File: src/rtl/instruction_fetch_pkg.sv
// Shared types and constants for the instruction fetch front end.
package instruction_fetch_pkg;

    localparam int OFFSET_W = 8;

    typedef enum logic [1:0] {
        FETCH_IDLE = 2'd0,
        FETCH_RUN  = 2'd1,
        FETCH_DONE = 2'd2
    } fetch_state_t;

endpackage

File: src/rtl/instruction_fetch_sat_counter.sv
// Saturating up-counter with synchronous clear; clear wins over enable.
module sat_counter #(
    parameter int W = 16
) (
    input  logic         clk,
    input  logic         reset,
    input  logic         en,
    input  logic         clr,
    output logic [W-1:0] q
);

    logic [W-1:0] q_q;
    logic [W-1:0] q_d;

    always_comb begin
        q_d = q_q;
        if (clr) begin
            q_d = '0;
        end else if (en && (q_q != {W{1'b1}})) begin
            q_d = q_q + W'(1);
        end
    end

    always_ff @(posedge clk) begin
        if (reset) begin
            q_q <= '0;
        end else begin
            q_q <= q_d;
        end
    end

    assign q = q_q;

endmodule

File: src/rtl/instruction_fetch.sv
// Program counter and fetch sequencing for the 9-bit core: drives the synchronous
// instruction ROM, tracks run state and keeps cycle / retired-instruction counters.
module instruction_fetch
    import instruction_fetch_pkg::*;
#(
    parameter int PC_W   = 10,
    parameter int INST_W = 9,
    parameter int CNT_W  = 16
) (
    input  logic                clk,
    input  logic                reset,
    input  logic                start,
    input  logic [PC_W-1:0]     start_addr,
    input  logic                stall,
    input  logic                halt,
    input  logic                ctrl_branch,
    input  logic                take_branch,
    input  logic [OFFSET_W-1:0] branch_offset,
    output logic [PC_W-1:0]     imem_addr,
    input  logic [INST_W-1:0]   imem_data,
    output logic [INST_W-1:0]   instruction,
    output logic                instr_valid,
    output logic [PC_W-1:0]     pc,
    output logic                done,
    output logic                pc_overflow,
    output logic [CNT_W-1:0]    cycle_count,
    output logic [CNT_W-1:0]    inst_count
);

    fetch_state_t    state_q, state_d;
    logic [PC_W-1:0] pc_q, pc_d;
    logic            pc_overflow_q, pc_overflow_d;

    logic            running;
    logic            retire;
    logic            branch_taken;
    logic [PC_W-1:0] pc_plus1;
    logic [PC_W-1:0] target;

    assign running      = (state_q == FETCH_RUN);
    assign retire       = running && !stall;
    assign branch_taken = ctrl_branch && take_branch;
    assign pc_plus1     = pc_q + PC_W'(1);
    // Branch wrap is legal: the sum is simply truncated to PC_W bits.
    assign target       = pc_q + {{(PC_W-OFFSET_W){branch_offset[OFFSET_W-1]}}, branch_offset};

    // A restart always pre-fetches start_addr so the first instruction is live next cycle.
    always_comb begin
        imem_addr = start_addr;
        if (running && !start) begin
            if (stall || halt) begin
                imem_addr = pc_q;
            end else if (branch_taken) begin
                imem_addr = target;
            end else begin
                imem_addr = pc_plus1;
            end
        end
    end

    always_comb begin
        state_d       = state_q;
        pc_d          = pc_q;
        pc_overflow_d = pc_overflow_q;
        if (start) begin
            state_d       = FETCH_RUN;
            pc_d          = start_addr;
            pc_overflow_d = 1'b0;
        end else if (retire) begin
            if (halt) begin
                state_d = FETCH_DONE;
            end else if (!branch_taken && (pc_q == {PC_W{1'b1}})) begin
                state_d       = FETCH_DONE;
                pc_overflow_d = 1'b1;
            end else begin
                pc_d = imem_addr;
            end
        end
    end

    always_ff @(posedge clk) begin
        if (reset) begin
            state_q       <= FETCH_IDLE;
            pc_q          <= '0;
            pc_overflow_q <= 1'b0;
        end else begin
            state_q       <= state_d;
            pc_q          <= pc_d;
            pc_overflow_q <= pc_overflow_d;
        end
    end

    sat_counter #(.W(CNT_W)) u_cycle_cnt (
        .clk   (clk),
        .reset (reset),
        .en    (running),
        .clr   (start),
        .q     (cycle_count)
    );

    sat_counter #(.W(CNT_W)) u_inst_cnt (
        .clk   (clk),
        .reset (reset),
        .en    (retire),
        .clr   (start),
        .q     (inst_count)
    );

    assign instruction = imem_data;
    assign instr_valid = running;
    assign done        = (state_q == FETCH_DONE);
    assign pc          = pc_q;
    assign pc_overflow = pc_overflow_q;

endmodule
File: config.mk
export PLATFORM = sky130hd
export DESIGN_NAME = instruction_fetch
export DESIGN_NICKNAME = d
export VERILOG_FILES = /design/src/rtl/instruction_fetch_pkg.sv /design/src/rtl/instruction_fetch_sat_counter.sv /design/src/rtl/instruction_fetch.sv
export SDC_FILE = /design/constraint.sdc
export NUM_CORES = 1
export LEC_CHECK = 0
export CORE_MARGIN = 4
export CORE_UTILIZATION = 47
export CTS_BUF_LIST = sky130_fd_sc_hd__clkbuf_4 sky130_fd_sc_hd__clkbuf_8
export DETAILED_ROUTE_END_ITERATION = 8
export PLACE_DENSITY = 0.83
export SLEW_MARGIN = 20
export SYNTH_ARGS = -nofsm -noshare
export SYNTH_HDL_FRONTEND = slang
export SYNTH_SLANG_ARGS = --single-unit
File: constraint.sdc
create_clock -name clk -period 4.45 [get_ports clk]
set_input_delay 1.335 -clock clk [delete_from_list [all_inputs] [get_ports clk]]
set_output_delay 1.335 -clock clk [all_outputs]
set_load 0.005 [all_outputs]
==> flow_summary.yaml <==
status:
  outcome: "complete, but fails checks"
  violations: "setup timing"
setup_path:
  cp-end-kind: "primary output"
  start_kind: "input port"
  crit_fanout: 5
  required_ps: 3120
  critical_path_class: "input port to primary output"
  worst-endpoint-arrival_ps: 3180
power_and_ir_drop:
  switching_share: 0.2912
  p_int_mw: 0.6617
  p_comb_frac: 0.259
  pwr-share-clk: 0.283
  power_density_nw_per_um2: 217.7
  sequentialPowerShare: 0.458
  power_switching_mw: 0.2718
  p_leak_nw: 1.618
  ir_drop_v: 0.0001753
routing:
  dr_total_vias: 3141
  first_pass_iters: 4
  routed_wirelength_mm: 9.599
  via_per_inst: 5.860
  antenna_left: 0
  post-route-drc-count: 0
  dr.first_iter.drc_count: 205
  avgRoutedWirePerCell_um: 17.91
hold_path:
  min_path_type: "flop to flop"
yosys:
  synthCells: 349
  synth_area_um2: 2834
  synthArstFlopShare: 0
  yosysWarnings: 0
  synth_fp_nets: 395
  ys_types: 61
  avgSynthCellArea_um2: 8.120
  synth_flop_cell: "dfxtp_1"
  synth-edff-count: 0
  ys_seq_area_frac: 0.3179
  synth_seq_cells: 45
global_route:
  grt_overflow: 0
  grt_antenna_before_repair: 0
  grt_pass1_wl_mm: 15.20
  grt.total_usage: 0.2557
  grt_max_degree: 35
  grt_pass1_vias: 3205
cts:
  clk_pin_slew_ps: 80
  insertion_delay_ps: 300
  clkSinkCount: 45
  numCtsBuffers: 5
  cts_tree: "yes"
  ctsHtreeMaxLevel: 2
  clock_path_buffers: 2
  root_buffer: "clkbuf_8"
layout:
  fin_util: 0.7287
  final_nets: 507
  n_antenna_cell: 0
  syn_to_final_growth_pct: 51.35
  layout-drive-gt1-share: 0.2755
sta:
  fin_crit_sh: 1.014
  finalSetupViolCount: 3
  rsz0062_at_grt: "yes"
  min_period_ps: 4514
  setup_tns_ps: -115.0
  setup_ws_ps: -63.93
  finalHoldViolCount: 0
  max_freq_mhz: 221.5
  worstMarginPinSlew_ps: 631.0
  slew_violations: 0
  finalClockSkew_ps: 11.82
  relSlewSlack: 0.5793
floorplan:
  die_w_um: 85.65
  io_pins: 98
  fp.dieH_um: 85.65
  start_util: 0.4815
  dieArea_um2: 7336
  coreArea_um2: 5886
  rows: 28
job:
  maxCapViolations: 0
placement:
  gp_congestion: 0.9520
  numPortBuffers: 79
  dp_hpwl_mm: 6.202
flip-flops by register name (all words and copies together) (netlist names):
| name | flops |
|---|---|
| pc | 10 |
| u_inst_cnt.q | 16 |
| pc_overflow | 1 |
| u_cycle_cnt.q | 16 |
| state_q | 2 |
cell type report:
cell class,count,area [µm²]
Clock buffer,6,82.58
Clock inverter,1,7.507
Fill cell,432,1597
Inverter,4,16.27
Multi-Input combinational cell,277,2032
Sequential cell,45,900.9
Tap cell,75,93.84
Timing Repair Buffer,128,1156
layer usage:
layer  wire length, µm  global-route usage  vias to the layer above
met2              4694              0.4421                      162
met4               332              0.1209                        0
li1                  -                   -                     1435
met1              3946              0.3051                     1512
met5                 0                   0                        -
met3               626             0.04707                       32
metrics by stage:
stage	instances	setup WS, ps	power (mW)	cell area, µm²	hold WS (ps)
6_report	536	-63.93	0.9336	4289	471.3
5_1_grt	536	-114.3	0.9691	4289	517.4
4_1_cts	535	-0.5720	0.9133	4214	475.2
3_5_place_dp	516	-920.4	0.6301	3855	464.9
3_3_place_gp	516	-785.5	0.6240	3855	452.7
2_1_floorplan	349	182.2	0.5261	2834	447.2
repair_timing:
| action | in CTS | in global routing |
|---|---|---|
| hold endpoints to repair | 0 | 0 |
| setup buffers | 12 | 1 |
| hold buffers | 0 | 0 |
| endpoints found under the setup margin | 9 | 9 |
| pin swaps | 35 | 13 |
| resized for setup | 91 | 17 |
final timing paths:
path	slack, ps	endpoint	cells past startpoint	startpoint
max	-60	imem_addr[9]	11	ctrl_branch
min	470	state_q[1]	2	state_q[1]
max reg2reg	2090	pc[8]	10	pc[0]
min reg2reg	470	state_q[1]	2	state_q[1]
cell usage after synthesis, types with 2 or more instances:
master,n,area share
a211oi_1,5,0.013
a21o_1,3,0.0079
a21oi_1,22,0.039
a31oi_1,6,0.013
and3_1,11,0.024
and4_4,2,0.0079
buf_2,5,0.0088
buf_4,10,0.026
buf_6,2,0.0079
clkbuf_1,5,0.0066
dfxtp_1,45,0.32
ha_1,11,0.049
inv_1,3,0.0040
nand2_1,41,0.054
nand2b_1,3,0.0066
nand3_1,12,0.021
nand3b_1,5,0.013
nand4_1,14,0.031
nor2_1,49,0.065
nor2_2,2,0.0044
nor3_1,6,0.011
nor3_2,4,0.014
o21a_1,4,0.011
o21ai_0,8,0.014
o21ai_1,4,0.0071
o311ai_1,2,0.0062
or2_1,2,0.0044
or3_1,2,0.0044
xnor2_1,5,0.015
xor2_1,25,0.077
power groups by stage:
stage	sequential [mW]	combinational [mW]	clock [mW]
3_5_place_dp	0.434	0.196	0
4_1_cts	0.427	0.219	0.268
5_1_grt	0.429	0.257	0.283
3_3_place_gp	0.434	0.190	0
2_1_floorplan	0.431	0.0956	0
6_report	0.428	0.242	0.264
logic make-up after synthesis:
logic type / share of synthesized area
AO/OA/AOI/OAI: 0.1537
XOR/XNOR: 0.09846
adder cells (fa/ha/maj): 0.05563
buffers and inverters: 0.05739
flip-flops: 0.3179
multiplexers: 0.007505
AND/OR/NAND/NOR: 0.3095
worst max-delay path, cell delays in order:
cell	delay, ps
buf_6	100
buf_6	120
and3_4	190
ha_4	230
a211oi_4	290
o21ai_2	120
nand3b_1	130
buf_4	130
o211ai_1	120
o31ai_1	240
buf_2	170
layout by cell type, fill, tap and decap left out, types with 3 or more instances in the layout:
cell type | netlist | final
xor2_1 | 25 | 25
nand3_1 | 12 | 11
nor3_2 | 4 | 4
nand3b_1 | 5 | 5
ha_1 | 11 | 3
a21oi_1 | 22 | 17
a31oi_1 | 6 | 4
and3_1 | 11 | 5
inv_1 | 3 | 3
nand2b_1 | 3 | 3
dlygate4sd2_1 | 0 | 9
buf_6 | 2 | 9
nor2_2 | 2 | 6
o21a_1 | 4 | 4
and3_4 | 0 | 7
dfxtp_1 | 45 | 45
o21ai_1 | 4 | 5
clkbuf_8 | 0 | 6
clkdlybuf4s50_1 | 0 | 59
buf_2 | 5 | 7
nand4_1 | 14 | 14
a21o_1 | 3 | 3
nand2_1 | 41 | 40
buf_4 | 10 | 41
o21ai_0 | 8 | 3
nor2_1 | 49 | 44
a21oi_2 | 0 | 4
xnor2_1 | 5 | 4
o21ai_2 | 0 | 4
ha_4 | 0 | 7
nor3_1 | 6 | 6
Power figures use the tool's default switching activity.
